File: src/rtl/elevator_ctrl.sv
// ---------------------------------------------------------------------------
// elevator_ctrl
//
// Car-motion and door-sequencing controller. Floor call buttons are latched
// into a pending mask. The car moves one floor at a time using a SCAN policy
// (keep going in the current direction while requests remain ahead). It holds
// the door open for a fixed dwell at every floor it serves.
//
// Ports:
//   clk        - single clock, everything updates on the rising edge
//   reset      - synchronous, active-high reset
//   call       - call buttons, bit i requests floor i (level-sampled)
//   floor      - current car floor (registered)
//   door_open  - high while the door is open (drives indicator stage)
//   moving     - high while the car travels between floors
//   dir_up     - current travel direction, 1 = up
//   pending    - latched outstanding requests (registered)
// ---------------------------------------------------------------------------
module elevator_ctrl #(
  parameter int FLOORS        = 4,
  parameter int FLOOR_W       = 2,
  parameter int TRAVEL_CYCLES = 4,
  parameter int DOOR_CYCLES   = 3
) (
  input  logic               clk,
  input  logic               reset,
  input  logic [FLOORS-1:0]  call,
  output logic [FLOOR_W-1:0] floor,
  output logic               door_open,
  output logic               moving,
  output logic               dir_up,
  output logic [FLOORS-1:0]  pending
);

  localparam int TW = $clog2(TRAVEL_CYCLES + 1);
  localparam int DW = $clog2(DOOR_CYCLES + 1);

  typedef enum logic [1:0] {
    IDLE = 2'd0,
    MOVE = 2'd1,
    DOOR = 2'd2
  } state_t;

  state_t             state, state_next;
  logic [FLOOR_W-1:0] floor_next;
  logic               dir_next;
  logic [FLOORS-1:0]  pending_next;
  logic [TW-1:0]      tcnt, tcnt_next;
  logic [DW-1:0]      dcnt, dcnt_next;
  logic               above, below;

  // Summarise the registered request mask relative to the car: is anything
  // outstanding strictly above or strictly below the current floor?
  always_comb begin
    above = 1'b0;
    below = 1'b0;
    for (int i = 0; i < FLOORS; i++) begin
      if (pending[i] && (i > int'(floor))) above = 1'b1;
      if (pending[i] && (i < int'(floor))) below = 1'b1;
    end
  end

  // Next-state logic. Moves are entered only when a request lies strictly in
  // the chosen direction, so the floor index can never run off either end.
  // The request bit cleared while serving a stop is the bit for the floor the
  // car will be at after this edge, so an arrival clears the new floor.
  always_comb begin
    state_next = state;
    floor_next = floor;
    dir_next   = dir_up;
    tcnt_next  = tcnt;
    dcnt_next  = dcnt;

    case (state)
      IDLE: begin
        if (pending[floor]) begin
          state_next = DOOR;
        end else if (dir_up ? above : below) begin
          state_next = MOVE;
        end else if (dir_up ? below : above) begin
          state_next = MOVE;
          dir_next   = ~dir_up;
        end
      end
      MOVE: begin
        if (tcnt == TW'(TRAVEL_CYCLES - 1)) begin
          tcnt_next  = '0;
          floor_next = dir_up ? (floor + FLOOR_W'(1)) : (floor - FLOOR_W'(1));
          if (pending[floor_next]) state_next = DOOR;
        end else begin
          tcnt_next = tcnt + TW'(1);
        end
      end
      DOOR: begin
        if (dcnt == DW'(DOOR_CYCLES - 1)) begin
          dcnt_next  = '0;
          state_next = IDLE;
        end else begin
          dcnt_next = dcnt + DW'(1);
        end
      end
      default: begin
        state_next = IDLE;
      end
    endcase

    pending_next = pending | call;
    if ((state == DOOR) || (state_next == DOOR)) pending_next[floor_next] = 1'b0;
  end

  // State register. door_open and moving are registered from the next state,
  // so they change cleanly on the clock edge without decode glitches.
  always_ff @(posedge clk) begin
    if (reset) begin
      state     <= IDLE;
      floor     <= '0;
      dir_up    <= 1'b1;
      pending   <= '0;
      tcnt      <= '0;
      dcnt      <= '0;
      door_open <= 1'b0;
      moving    <= 1'b0;
    end else begin
      state     <= state_next;
      floor     <= floor_next;
      dir_up    <= dir_next;
      pending   <= pending_next;
      tcnt      <= tcnt_next;
      dcnt      <= dcnt_next;
      door_open <= (state_next == DOOR);
      moving    <= (state_next == MOVE);
    end
  end

endmodule

File: config.mk
export PLATFORM = sky130hd
export DESIGN_NAME = elevator_ctrl
export DESIGN_NICKNAME = d
export VERILOG_FILES = /design/src/rtl/elevator_ctrl.sv
export SDC_FILE = /design/constraint.sdc
export NUM_CORES = 1
export LEC_CHECK = 0
export BUFFER_PORTS_ARGS = -buffer_cell sky130_fd_sc_hd__buf_4
export CAP_MARGIN = 25
export CORE_MARGIN = 8
export CORE_UTILIZATION = 43
export CTS_CLUSTER_DIAMETER = 30
export CTS_CLUSTER_SIZE = 12
export DETAILED_ROUTE_END_ITERATION = 12
export MAX_ROUTING_LAYER = met4
export PLACE_DENSITY = 0.67
export SLEW_MARGIN = 15
export SYNTH_ARGS = -nofsm -noshare
export SYNTH_HDL_FRONTEND = slang
export SYNTH_SLANG_ARGS = --single-unit
File: constraint.sdc
create_clock -name clk -period 2.15 [get_ports clk]
set_input_delay 0.215 -clock clk [delete_from_list [all_inputs] [get_ports clk]]
set_output_delay 0.215 -clock clk [all_outputs]
set_load 0.01 [all_outputs]
==> results_dict.tcl <==
set metrics [dict create \
    status "complete, no violations" \
    pwr-share-clk 0.287 \
    synth-main-ff-cell "dfxtp_1" \
    start_util 0.438 \
    rows 17 \
    clock.fmax_mhz 552 \
    rsz0062_at_grt "false" \
    synth_area_um2 931 \
    slew_headroom 0.797 \
    grt_pass1_vias 751 \
    antenna_found_initial 0 \
    grt_remaining_overflow 0 \
    crit_cells 6 \
    syn_nets 119 \
    crit_slowest_cell "mux4_2" \
    worstPathCellList "inv_1, ha_1, xnor2_1, mux4_2, a21o_1, a21oi_1" \
    ys_ff_latch 16 \
    dp_slack_ns 0.380 \
    vias_per_cell 5.40 \
    p_leak_nw 0.462 \
    hold_buffers 0 \
    critPathArrivalTime_ns 2.03 \
    clkSinkCount 16 \
    core_um2 2130 \
    cp_num_buf_inv 1 \
    fin_crit_sh 0.843 \
    critical_path_class "reg -> reg" \
    power_density_nw_per_um2 633 \
    drc 0 \
    dp_hpwl_mm 1.52 \
    worst_hold_path.num_cells 2 \
    fin_setup_tns_ns 0 \
    crit_path_max_fanout 7 \
    multi_input_area_um2 556 \
    maxCapViolCount 0 \
    wl_mm 2.03 \
    layout.area.seq_um2 320 \
    fin_crit_ns 1.81 \
    dr.pass1.iters 4 \
    setup_viol 0 \
    ios 15 \
    internal_power_mw 0.500 \
    cts_max_level 1 \
    grt_pass1_wl_mm 3.46 \
    switching_share 0.288 \
    synth_edf_count 0 \
    antenna_left 0 \
    drive_gt1_frac 0.252 \
    gp_congestion 0.874 \
    tightestPinTransition_ns 0.304 \
    hold_class "in -> reg" \
    cts_tree "done" \
    hold_viol 0 \
    async_flop_share 0 \
    synth_top_family_by_area "compound AO/OA/AOI/OAI gates" \
    clk_latency_ns 0.29 \
    synthAdderAreaFrac 0.0941 \
    insertedDiodeCount 0 \
    fillCellCount 215 \
    max_stage_delay_ns 0.38 \
    required_ns 2.36 \
    grt_max_degree 19 \
    nets 137 \
    synthSimpleGateAreaFrac 0.195 \
    vias 815 \
    area_growth_pct 19.1 \
    synth_top_area_frac 0.344 \
    synth_xor_xnor_area_share 0.00941 \
    fin_ws_ns 0.337 \
    finClkSkew_ns 0.00410 \
    p_sw_mw 0.202 \
    synth_cell_type_count 35 \
    ir_worst_vdd_v 0.000357 \
    syn-mean-instance-area_um2 8.78 \
    power_frac_comb 0.210 \
    clkSlewWorstSetupHoldPaths_ns 0.10 \
    synth_compound_area_frac 0.226 \
    synth_area_leaders "dfxtp_1 34%, ha_1 9.4%, a21oi_1 6.5%, nor2_1 6.0%, mux4_2 4.8%" \
    clockRootBuffer "clkbuf_4" \
    seq_area_frac_synth 0.344 \
    critPathLaunchType "flop" \
    yosys.area.top_type "dfxtp_1" \
    clk_path_buf_depth 2 \
    synthCells 106 \
    cpLargestDelayFamily "compound AO/OA/AOI/OAI gates" \
    end_kind "flop" \
    fp.dieH_um 62.5 \
    grtUsageTotal 0.111 \
    portBuffers 14 \
    seqPwrFrac 0.504 \
    r2r_cells 6 \
    ctsResizeCount 0 \
    post-cts-setup-buffers 0 \
    die_w_um 62.5 \
    final_max_slew_viol_count 0 \
    dieArea_um2 3910 \
    drtIter0Drc 22 \
    synthMuxAreaShare 0.0726 \
    yosys_warnings 0 \
    cts_made_buffers 3 \
    wire_per_inst_um 13.4 \
]
==> power by group through the flow <==
| stage | clock [mW] | combinational, mW | sequential [mW] |
|---|---|---|---|
| after floorplan | 0 | 0.0964 | 0.359 |
| after global placement | 0 | 0.143 | 0.359 |
| after detailed placement | 0 | 0.147 | 0.359 |
| after CTS | 0.206 | 0.148 | 0.353 |
| after global routing | 0.223 | 0.160 | 0.359 |
| final | 0.201 | 0.147 | 0.353 |
==> cells in the mapped netlist, drive strengths merged (2+ instances only) <==
library cell  number
nor3               4
nand2              7
nand3              2
nor2              15
nand2b             2
inv                7
dfxtp             16
mux2               2
buf                4
a211o              2
o21ai              5
mux4               2
a311o              2
ha                 7
nor3b              2
a21oi             13
==> registers in the layout, indices dropped and copies added, names as in the netlist <==
name and flops:
tcnt 3, dir_up 1, pending 4, door_open 1, state 2, moving 1
floor 2, dcnt 2
==> metal layers <==
layer	GRT usage	share of wire	vias to the layer above
li1	-	-	421
met1	0.124	0.45	383
met2	0.177	0.52	9
met3	0.0233	0.025	2
met4	0.0684	0.0069	0
met5	-	0	-
==> cells in the final DEF (no fill, tap or decap) <==
cell type  netlist  layout
mux4_2           2       2
nor2b_1          1       1
a211o_1          2       2
dfxtp_1         16      16
buf_4            0      18
a21oi_2          1       1
inv_1            7       7
nand2b_1         2       2
a22o_4           1       1
nor2_1          15      15
o21ai_1          1       1
mux2_2           2       2
o221ai_1         1       1
clkbuf_8         0       1
nor3_1           3       3
a31oi_1          1       1
a21oi_1         12      12
o21ai_0          4       4
clkbuf_4         0       3
nand4bb_1        1       1
nor3b_1          2       2
nand3_1          2       2
nand2_1          7       7
nor4bb_1         1       1
a311o_2          2       2
o311a_1          1       1
nor3_2           1       1
a221o_1          1       1
a221oi_1         1       1
a22oi_1          1       1
nand4b_1         1       1
xnor2_1          1       1
ha_1             7       7
a21o_1           1       1
==> worst paths after layout <==
path                                              to  slack, ns                 start
worst min register to register  tcnt[2]$_SDFFE_PP0P_       0.51  tcnt[2]$_SDFFE_PP0P_
worst max-delay path             state[0]$_SDFF_PP0_       0.34   floor[0]$_SDFF_PP0_
worst max register to register   state[0]$_SDFF_PP0_       0.34   floor[0]$_SDFF_PP0_
worst min-delay path            door_open$_SDFF_PP0_       0.22                 reset
==> metrics by stage <==
| step | utilization | instance area (µm²) | cells | power, mW | hold WS (ns) |
|---|---|---|---|---|---|
| 3_5_place_dp | 0.504 | 1070 | 147 | 0.506 | 0.500 |
| 4_1_cts | 0.521 | 1110 | 151 | 0.707 | 0.218 |
| 2_1_floorplan | - | 931 | 106 | 0.455 | 0.459 |
| 3_3_place_gp | 0.504 | 1070 | 147 | 0.501 | 0.492 |
| 6_report | 0.521 | 1110 | 151 | 0.701 | 0.219 |
| 5_1_grt | 0.521 | 1110 | 151 | 0.742 | 0.222 |
==> kinds of logic (layout without fill, tap and decap cells) <==
family	Yosys count	in the layout
compound gates	30	30
simple gates	36	36
mux	4	4
flops	16	16
xor+xnor	1	1
buf+inv	12	29
fa+ha+maj	7	7
==> area by class of cell <==
class | count | area share
sequential | 16 | 0.289
timing repair buffer | 18 | 0.122
clock buffer | 4 | 0.0327
inverter | 7 | 0.0237
multi-input combinational | 78 | 0.501
tap | 28 | 0.0316
(Power assumes the default switching activity.)
